==> config.mk <==
export PLATFORM = sky130hd
export DESIGN_NAME = sap1_control_sequencer_flat
export DESIGN_NICKNAME = d
export VERILOG_FILES = /design/src/rtl/sap1_control_sequencer_if.sv /design/src/rtl/sap1_control_sequencer.sv /design/src/flat_wrapper.sv
export SDC_FILE = /design/constraint.sdc
export NUM_CORES = 1
export LEC_CHECK = 0
export ABC_AREA = 1
export BUFFER_PORTS_ARGS = -buffer_cell sky130_fd_sc_hd__clkbuf_2
export CORE_MARGIN = 2
export CORE_UTILIZATION = 38
export DETAILED_ROUTE_END_ITERATION = 8
export GPL_TIMING_DRIVEN = 0
export PLACE_DENSITY = 0.68
export REMOVE_ABC_BUFFERS = 1
export SYNTH_ARGS = -nofsm -noshare
export SYNTH_HDL_FRONTEND = slang
export SYNTH_SLANG_ARGS = --single-unit
export TNS_END_PERCENT = 100
==> constraint.sdc <==
create_clock -name mclk -period 2.51 [get_ports mclk]
set_input_delay 0.251 -clock mclk [delete_from_list [all_inputs] [get_ports mclk]]
set_output_delay 0.251 -clock mclk [all_outputs]
set_load 0.02 [all_outputs]
==> src/rtl/sap1_control_sequencer_if.sv <==
// Signal bundle between the SAP-1 control sequencer and the datapath blocks it steers.
// The sequencer takes the master side; the IR/flags/datapath take the slave side.
interface sap1_control_sequencer_if #(
  parameter int OPCODE_WIDTH = 4,
  parameter int STEP_WIDTH   = 3
);
  logic [OPCODE_WIDTH-1:0] i_opcode;
  logic                    i_flag_carry;
  logic                    i_flag_zero;
  logic [STEP_WIDTH-1:0]   o_t_state;
  logic                    o_pc_out;
  logic                    o_pc_count_enable;
  logic                    o_pc_load_enable;
  logic                    o_halt;
  logic                    o_mar_load;
  logic                    o_ram_out;
  logic                    o_ram_load;
  logic                    o_ir_load;
  logic                    o_ir_out;
  logic                    o_a_load;
  logic                    o_a_out;
  logic                    o_b_load;
  logic                    o_alu_out;
  logic                    o_alu_sub;
  logic                    o_flags_load;
  logic                    o_out_load;

  modport master (
    input  i_opcode, i_flag_carry, i_flag_zero,
    output o_t_state, o_pc_out, o_pc_count_enable, o_pc_load_enable, o_halt,
    output o_mar_load, o_ram_out, o_ram_load, o_ir_load, o_ir_out,
    output o_a_load, o_a_out, o_b_load, o_alu_out, o_alu_sub, o_flags_load, o_out_load
  );

  modport slave (
    output i_opcode, i_flag_carry, i_flag_zero,
    input  o_t_state, o_pc_out, o_pc_count_enable, o_pc_load_enable, o_halt,
    input  o_mar_load, o_ram_out, o_ram_load, o_ir_load, o_ir_out,
    input  o_a_load, o_a_out, o_b_load, o_alu_out, o_alu_sub, o_flags_load, o_out_load
  );
endinterface

==> src/rtl/sap1_control_sequencer.sv <==
// SAP-1 T-state sequencer: registered step counter and sticky halt, with the strobes
// decoded from that state plus the IR opcode and flags.
module sap1_control_sequencer #(
  parameter int OPCODE_WIDTH = 4,
  parameter int STEP_WIDTH   = 3
) (
  input  logic mclk,
  input  logic rst_n,
  input  logic mclk_en,
  sap1_control_sequencer_if.master bus
);

  typedef enum logic [STEP_WIDTH-1:0] {
    T0 = STEP_WIDTH'(0),
    T1 = STEP_WIDTH'(1),
    T2 = STEP_WIDTH'(2),
    T3 = STEP_WIDTH'(3),
    T4 = STEP_WIDTH'(4)
  } step_t;

  typedef struct packed {
    logic pc_out;
    logic pc_count_enable;
    logic pc_load_enable;
    logic halt;
    logic mar_load;
    logic ram_out;
    logic ram_load;
    logic ir_load;
    logic ir_out;
    logic a_load;
    logic a_out;
    logic b_load;
    logic alu_out;
    logic alu_sub;
    logic flags_load;
    logic out_load;
  } ctrl_t;

  localparam logic [OPCODE_WIDTH-1:0] OP_LDA = OPCODE_WIDTH'(4'h1);
  localparam logic [OPCODE_WIDTH-1:0] OP_ADD = OPCODE_WIDTH'(4'h2);
  localparam logic [OPCODE_WIDTH-1:0] OP_SUB = OPCODE_WIDTH'(4'h3);
  localparam logic [OPCODE_WIDTH-1:0] OP_STA = OPCODE_WIDTH'(4'h4);
  localparam logic [OPCODE_WIDTH-1:0] OP_LDI = OPCODE_WIDTH'(4'h5);
  localparam logic [OPCODE_WIDTH-1:0] OP_JMP = OPCODE_WIDTH'(4'h6);
  localparam logic [OPCODE_WIDTH-1:0] OP_JC  = OPCODE_WIDTH'(4'h7);
  localparam logic [OPCODE_WIDTH-1:0] OP_JZ  = OPCODE_WIDTH'(4'h8);
  localparam logic [OPCODE_WIDTH-1:0] OP_OUT = OPCODE_WIDTH'(4'hE);
  localparam logic [OPCODE_WIDTH-1:0] OP_HLT = OPCODE_WIDTH'(4'hF);

  step_t                   t_state;
  logic                    halted;
  logic [OPCODE_WIDTH-1:0] opcode;
  logic                    is_alu_op;
  logic                    needs_t3;
  ctrl_t                   ctrl;

  assign opcode    = bus.i_opcode;
  assign is_alu_op = (opcode == OP_ADD) || (opcode == OP_SUB);
  assign needs_t3  = is_alu_op || (opcode == OP_LDA) || (opcode == OP_STA);

  // NOTE: sequential state uses non-blocking assignments so every register samples
  // pre-edge values; blocking here would create order-dependent simulation races.
  always_ff @(posedge mclk or negedge rst_n) begin
    if (!rst_n) begin
      t_state <= T0;
      halted  <= 1'b0;
    end else if (mclk_en && !halted) begin
      case (t_state)
        T0: t_state <= T1;
        T1: t_state <= T2;
        T2: begin
          // HLT parks the counter at T2; the sticky flag then blocks all advance.
          if (opcode == OP_HLT)  halted  <= 1'b1;
          else if (needs_t3)     t_state <= T3;
          else                   t_state <= T0;
        end
        T3:      t_state <= is_alu_op ? T4 : T0;
        default: t_state <= T0;   // T4 and any corrupted encoding restart the fetch
      endcase
    end
  end

  // Strobes are gated by rst_n directly so they drop the moment reset asserts,
  // not at the next clock edge.
  always_comb begin
    // NOTE: defaulting the whole strobe set first keeps every path assigned,
    // so no latches are inferred for the steps/opcodes that drive nothing.
    ctrl = '0;
    if (rst_n) begin
      if (halted) begin
        ctrl.halt = 1'b1;
      end else begin
        case (t_state)
          T0: begin
            ctrl.pc_out   = 1'b1;
            ctrl.mar_load = 1'b1;
          end
          T1: begin
            ctrl.ram_out         = 1'b1;
            ctrl.ir_load         = 1'b1;
            ctrl.pc_count_enable = 1'b1;
          end
          T2: begin
            case (opcode)
              OP_LDA, OP_ADD, OP_SUB, OP_STA: begin
                ctrl.ir_out   = 1'b1;
                ctrl.mar_load = 1'b1;
              end
              OP_LDI: begin
                ctrl.ir_out = 1'b1;
                ctrl.a_load = 1'b1;
              end
              OP_JMP: begin
                ctrl.ir_out         = 1'b1;
                ctrl.pc_load_enable = 1'b1;
              end
              OP_JC: begin
                ctrl.ir_out         = 1'b1;
                ctrl.pc_load_enable = bus.i_flag_carry;
              end
              OP_JZ: begin
                ctrl.ir_out         = 1'b1;
                ctrl.pc_load_enable = bus.i_flag_zero;
              end
              OP_OUT: begin
                ctrl.a_out    = 1'b1;
                ctrl.out_load = 1'b1;
              end
              OP_HLT:  ctrl.halt = 1'b1;
              default: ;
            endcase
          end
          T3: begin
            if (opcode == OP_LDA) begin
              ctrl.ram_out = 1'b1;
              ctrl.a_load  = 1'b1;
            end else if (is_alu_op) begin
              ctrl.ram_out = 1'b1;
              ctrl.b_load  = 1'b1;
              ctrl.alu_sub = (opcode == OP_SUB);
            end else if (opcode == OP_STA) begin
              ctrl.a_out    = 1'b1;
              ctrl.ram_load = 1'b1;
            end
          end
          T4: begin
            if (is_alu_op) begin
              ctrl.alu_out    = 1'b1;
              ctrl.a_load     = 1'b1;
              ctrl.flags_load = 1'b1;
              ctrl.alu_sub    = (opcode == OP_SUB);
            end
          end
          default: ;
        endcase
      end
    end
  end

  assign bus.o_t_state         = t_state;
  assign bus.o_pc_out          = ctrl.pc_out;
  assign bus.o_pc_count_enable = ctrl.pc_count_enable;
  assign bus.o_pc_load_enable  = ctrl.pc_load_enable;
  assign bus.o_halt            = ctrl.halt;
  assign bus.o_mar_load        = ctrl.mar_load;
  assign bus.o_ram_out         = ctrl.ram_out;
  assign bus.o_ram_load        = ctrl.ram_load;
  assign bus.o_ir_load         = ctrl.ir_load;
  assign bus.o_ir_out          = ctrl.ir_out;
  assign bus.o_a_load          = ctrl.a_load;
  assign bus.o_a_out           = ctrl.a_out;
  assign bus.o_b_load          = ctrl.b_load;
  assign bus.o_alu_out         = ctrl.alu_out;
  assign bus.o_alu_sub         = ctrl.alu_sub;
  assign bus.o_flags_load      = ctrl.flags_load;
  assign bus.o_out_load        = ctrl.out_load;

endmodule
==> src/flat_wrapper.sv <==
// flat-port wrapper written by rule: the top's interface ports become plain ports
module sap1_control_sequencer_flat 
#(
  parameter int OPCODE_WIDTH = 4,
  parameter int STEP_WIDTH   = 3
)
  (mclk, rst_n, mclk_en, bus_i_opcode, bus_i_flag_carry, bus_i_flag_zero, bus_o_t_state, bus_o_pc_out, bus_o_pc_count_enable, bus_o_pc_load_enable, bus_o_halt, bus_o_mar_load, bus_o_ram_out, bus_o_ram_load, bus_o_ir_load, bus_o_ir_out, bus_o_a_load, bus_o_a_out, bus_o_b_load, bus_o_alu_out, bus_o_alu_sub, bus_o_flags_load, bus_o_out_load);
  sap1_control_sequencer_if #(.OPCODE_WIDTH(OPCODE_WIDTH), .STEP_WIDTH(STEP_WIDTH)) bus_i ();
  input  logic mclk;
  input  logic rst_n;
  input  logic mclk_en;
  input wire logic [$bits(bus_i.i_opcode)-1:0] bus_i_opcode;
  input wire logic [$bits(bus_i.i_flag_carry)-1:0] bus_i_flag_carry;
  input wire logic [$bits(bus_i.i_flag_zero)-1:0] bus_i_flag_zero;
  output wire logic [$bits(bus_i.o_t_state)-1:0] bus_o_t_state;
  output wire logic [$bits(bus_i.o_pc_out)-1:0] bus_o_pc_out;
  output wire logic [$bits(bus_i.o_pc_count_enable)-1:0] bus_o_pc_count_enable;
  output wire logic [$bits(bus_i.o_pc_load_enable)-1:0] bus_o_pc_load_enable;
  output wire logic [$bits(bus_i.o_halt)-1:0] bus_o_halt;
  output wire logic [$bits(bus_i.o_mar_load)-1:0] bus_o_mar_load;
  output wire logic [$bits(bus_i.o_ram_out)-1:0] bus_o_ram_out;
  output wire logic [$bits(bus_i.o_ram_load)-1:0] bus_o_ram_load;
  output wire logic [$bits(bus_i.o_ir_load)-1:0] bus_o_ir_load;
  output wire logic [$bits(bus_i.o_ir_out)-1:0] bus_o_ir_out;
  output wire logic [$bits(bus_i.o_a_load)-1:0] bus_o_a_load;
  output wire logic [$bits(bus_i.o_a_out)-1:0] bus_o_a_out;
  output wire logic [$bits(bus_i.o_b_load)-1:0] bus_o_b_load;
  output wire logic [$bits(bus_i.o_alu_out)-1:0] bus_o_alu_out;
  output wire logic [$bits(bus_i.o_alu_sub)-1:0] bus_o_alu_sub;
  output wire logic [$bits(bus_i.o_flags_load)-1:0] bus_o_flags_load;
  output wire logic [$bits(bus_i.o_out_load)-1:0] bus_o_out_load;
  assign bus_i.i_opcode = bus_i_opcode;
  assign bus_i.i_flag_carry = bus_i_flag_carry;
  assign bus_i.i_flag_zero = bus_i_flag_zero;
  assign bus_o_t_state = bus_i.o_t_state;
  assign bus_o_pc_out = bus_i.o_pc_out;
  assign bus_o_pc_count_enable = bus_i.o_pc_count_enable;
  assign bus_o_pc_load_enable = bus_i.o_pc_load_enable;
  assign bus_o_halt = bus_i.o_halt;
  assign bus_o_mar_load = bus_i.o_mar_load;
  assign bus_o_ram_out = bus_i.o_ram_out;
  assign bus_o_ram_load = bus_i.o_ram_load;
  assign bus_o_ir_load = bus_i.o_ir_load;
  assign bus_o_ir_out = bus_i.o_ir_out;
  assign bus_o_a_load = bus_i.o_a_load;
  assign bus_o_a_out = bus_i.o_a_out;
  assign bus_o_b_load = bus_i.o_b_load;
  assign bus_o_alu_out = bus_i.o_alu_out;
  assign bus_o_alu_sub = bus_i.o_alu_sub;
  assign bus_o_flags_load = bus_i.o_flags_load;
  assign bus_o_out_load = bus_i.o_out_load;
  sap1_control_sequencer #(.OPCODE_WIDTH(OPCODE_WIDTH), .STEP_WIDTH(STEP_WIDTH)) u_core (.mclk(mclk), .rst_n(rst_n), .mclk_en(mclk_en), .bus(bus_i));
endmodule
==> metrics.log <==
INFO  metric wl_per_cell = 9.02 µm
INFO  metric cts_buffers = 3
INFO  metric finalNonFillerCells = 133
INFO  metric area.growth.synth_to_final = 33.9%
INFO  metric finalWeightedCongestion = 0.747
INFO  metric fin_skew = 0.00273 ns
INFO  metric vias_per_cell = 4.68
INFO  metric first_pass_grt_wire_length = 1820 µm
INFO  metric path_max_fanout = 9
INFO  metric grt.busiest_layer = met2
INFO  metric tightest_slew = 0.269 ns
INFO  metric layout_setup_ws = 0.623 ns
INFO  metric synthesis.instances = 89
INFO  metric critPathMostFrequentCell = clkbuf_2
INFO  metric worst_ep_required_time = 2.26 ns
INFO  metric grt_setup_unrepaired = no
INFO  metric route.detailed.drc = 0
INFO  metric worst_setup_hold_path_clk_slew = 0.03 ns
INFO  metric drive_gt1_share = 36.4%
INFO  metric cts_buffer_depth = 2
INFO  metric fp-row-count = 13
INFO  metric timing.slew.headroom = 82.1%
INFO  metric final.period_utilization = 75.2%
INFO  metric die_area = 1640 µm²
INFO  metric effective_utilization_at_floorplan = 39.8%
INFO  metric tritoncts = yes
INFO  metric cells_along_the_critical_path = dlygate4sd3_1 -> clkbuf_2 -> nand2_2 -> nor4_1 -> clkbuf_2
INFO  metric final_cell_area = 677 µm²
INFO  metric drv_slew = 0
INFO  metric yosysTopAreaCellShare = 21.5%
INFO  metric detailroute.via_count = 623
INFO  metric crit_path_start_kind = primary input
INFO  metric global_route.usage.met2 = 28.2%
INFO  metric largest_net_degree_at_the_start_of_global_routing = 10
INFO  metric insertion_delay = 0.23 ns
INFO  metric setup_tns = 0 ns
INFO  metric h-tree-depth = 1
INFO  metric min_period = 1.89 ns
INFO  metric avgSynthCellArea = 5.68 µm²
INFO  metric placement.cell_area = 644 µm²
INFO  metric irDropWorstVdd = 0.203 mV
INFO  metric worstPathArrival = 1.64 ns
INFO  metric final.fill_count = 143
INFO  metric core_footprint = 1270 µm²
INFO  metric power_per_cell_area = 251 nW/µm²
INFO  metric global_route.overflow_total = 0
INFO  metric diodes = 0
INFO  metric globalRouteTotalUtil = 16.4%
INFO  metric holdWs = 0.309 ns
INFO  metric placedCellCount = 129
INFO  metric first_global_vias = 470
INFO  metric min_path_type = primary input to flip-flop
INFO  metric p_total = 170 µW
INFO  metric area_leader_netlist = nand2_1
INFO  metric drtIter0Drc = 7
INFO  metric io_pins = 28
INFO  metric synth-seq-cells = 4
INFO  metric chipHeight = 40.5 µm
INFO  metric detailedPlace.worstSlack = 1.02 ns
INFO  metric mostFrequentLayoutCells = nand2_1 (29), clkbuf_2 (27), nor2_1 (14)
INFO  metric fmax = 530 MHz
INFO  metric netlist_top_cells_area = nand2_1 (22%), dfrtp_1 (20%), nor2_1 (10%), inv_1 (6.7%), a21oi_1 (5.0%)
INFO  metric floorplan.die.width = 40.5 µm
INFO  metric drt-pass1-iter-count = 4
INFO  metric drt-total-wl = 1200 µm
INFO  metric total_leakage_power = 0.387 nW
INFO  metric run_status = finished, final reports clean
INFO  metric clk_root_buffer_cell = clkbuf_4
INFO  metric synth_seq_area_share = 19.8%
INFO  metric hold_viol = 0
INFO  metric grt_use_met1 = 21.3%
INFO  metric initial_antenna_violation_count = 0
INFO  metric post_synth_instance_area = 505 µm²
INFO  metric synth.distinct_cells = 21
INFO  metric synthesis_warning_total = 0
INFO  metric utilization = 53.4%
INFO  metric clock-sinks = 4
INFO  metric reported_max_cap_violation_count = 0
INFO  metric buffer_ports.inserted = 27
INFO  metric groute.layer.met3.usage = 0%
INFO  metric report.final.setup_viol = 0
INFO  metric layout.cells.most_common = nand2_1
INFO  metric drtAntennaViolNets = 0
INFO  metric post-dp-hpwl = 1040 µm
INFO  metric worstSetupEndpointType = primary output
INFO  metric numnets_final = 129
INFO  metric slowest_stage = dlygate4sd3_1
INFO  metric critPathKind = primary input to primary output
INFO  metric critPathMaxStageDelay = 0.52 ns
[worst paths after layout]
check / start / endpoint / slack (ns) / cells after the start
max: rst_n / bus_o_ram_load / 0.62 / 5
min: mclk_en / u_core.halted / 0.31 / 3
max reg2reg: u_core.bus.o_t_state[2] / u_core.bus.o_t_state[0] / 1.28 / 8
min reg2reg: u_core.bus.o_t_state[2] / u_core.bus.o_t_state[2] / 0.53 / 2
max in group asynchronous: rst_n / u_core.halted / 1.95 / 2
min in group asynchronous: rst_n / u_core.bus.o_t_state[2] / 0.39 / 2
[layout make-up]
| cell class | count | area, µm² | area share [%] |
|---|---|---|---|
| clock buffers | 3 | 22.5 | 3.33 |
| flip-flops and latches | 4 | 100 | 14.8 |
| repair buffers | 28 | 145 | 21.4 |
| inverters | 12 | 45.0 | 6.65 |
| multi-input cells | 71 | 345 | 51.0 |
| well taps | 15 | 18.8 | 2.77 |
[cell usage after synthesis]
| master | n |
|---|---|
| nand2_1 | 29 |
| nor2_1 | 14 |
| inv_1 | 9 |
| a21oi_1 | 5 |
| dfrtp_1 | 4 |
| inv_2 | 3 |
| nand3_1 | 3 |
| nor2_2 | 3 |
| o21ai_1 | 3 |
| buf_4 | 2 |
| nand2_2 | 2 |
| nand2_4 | 2 |
| nand4_1 | 2 |
| a21boi_1 | 1 |
| nand3_2 | 1 |
| nor2_4 | 1 |
| nor3_1 | 1 |
| nor3_2 | 1 |
| nor4_1 | 1 |
| o211ai_1 | 1 |
| o21ai_0 | 1 |
[worst max-delay path, delay by kind of cell]
family	cells	cell delay [ns]
buffers and inverters	3	0.94
AND/OR/NAND/NOR	2	0.45
[power by group]
group | internal [mW] | switching, mW
Combinational | 0.0107 | 0.0185
Clock | 0.0532 | 0.0227
Sequential | 0.0649 | 0
[cell families (layout without fill, tap and decap cells)]
| family | count (synthesis) | in the layout | share of synthesized area, % |
|---|---|---|---|
| compound gates | 11 | 11 | 11.9 |
| buf+inv | 14 | 43 | 11.9 |
| flops | 4 | 4 | 19.8 |
| simple gates | 60 | 60 | 56.4 |
[layer usage]
| layer | wire (µm) | up-vias |
|---|---|---|
| li1 | - | 342 |
| met1 | 566 | 267 |
| met2 | 587 | 14 |
| met3 | 45 | 0 |
| met4 | 0 | 0 |
| met5 | 0 | - |
[registers in the layout, summed over array words and instances (netlist names)]
name,count
u_core.bus.o_t_state,3
u_core.halted,1
[timing repair]
item	4_1_cts	5_1_grt
gates resized for setup	0	0
hold buffers	1	0
setup buffers	0	0
endpoints found under the hold margin	4	0
Power figures use the tool's default switching activity.
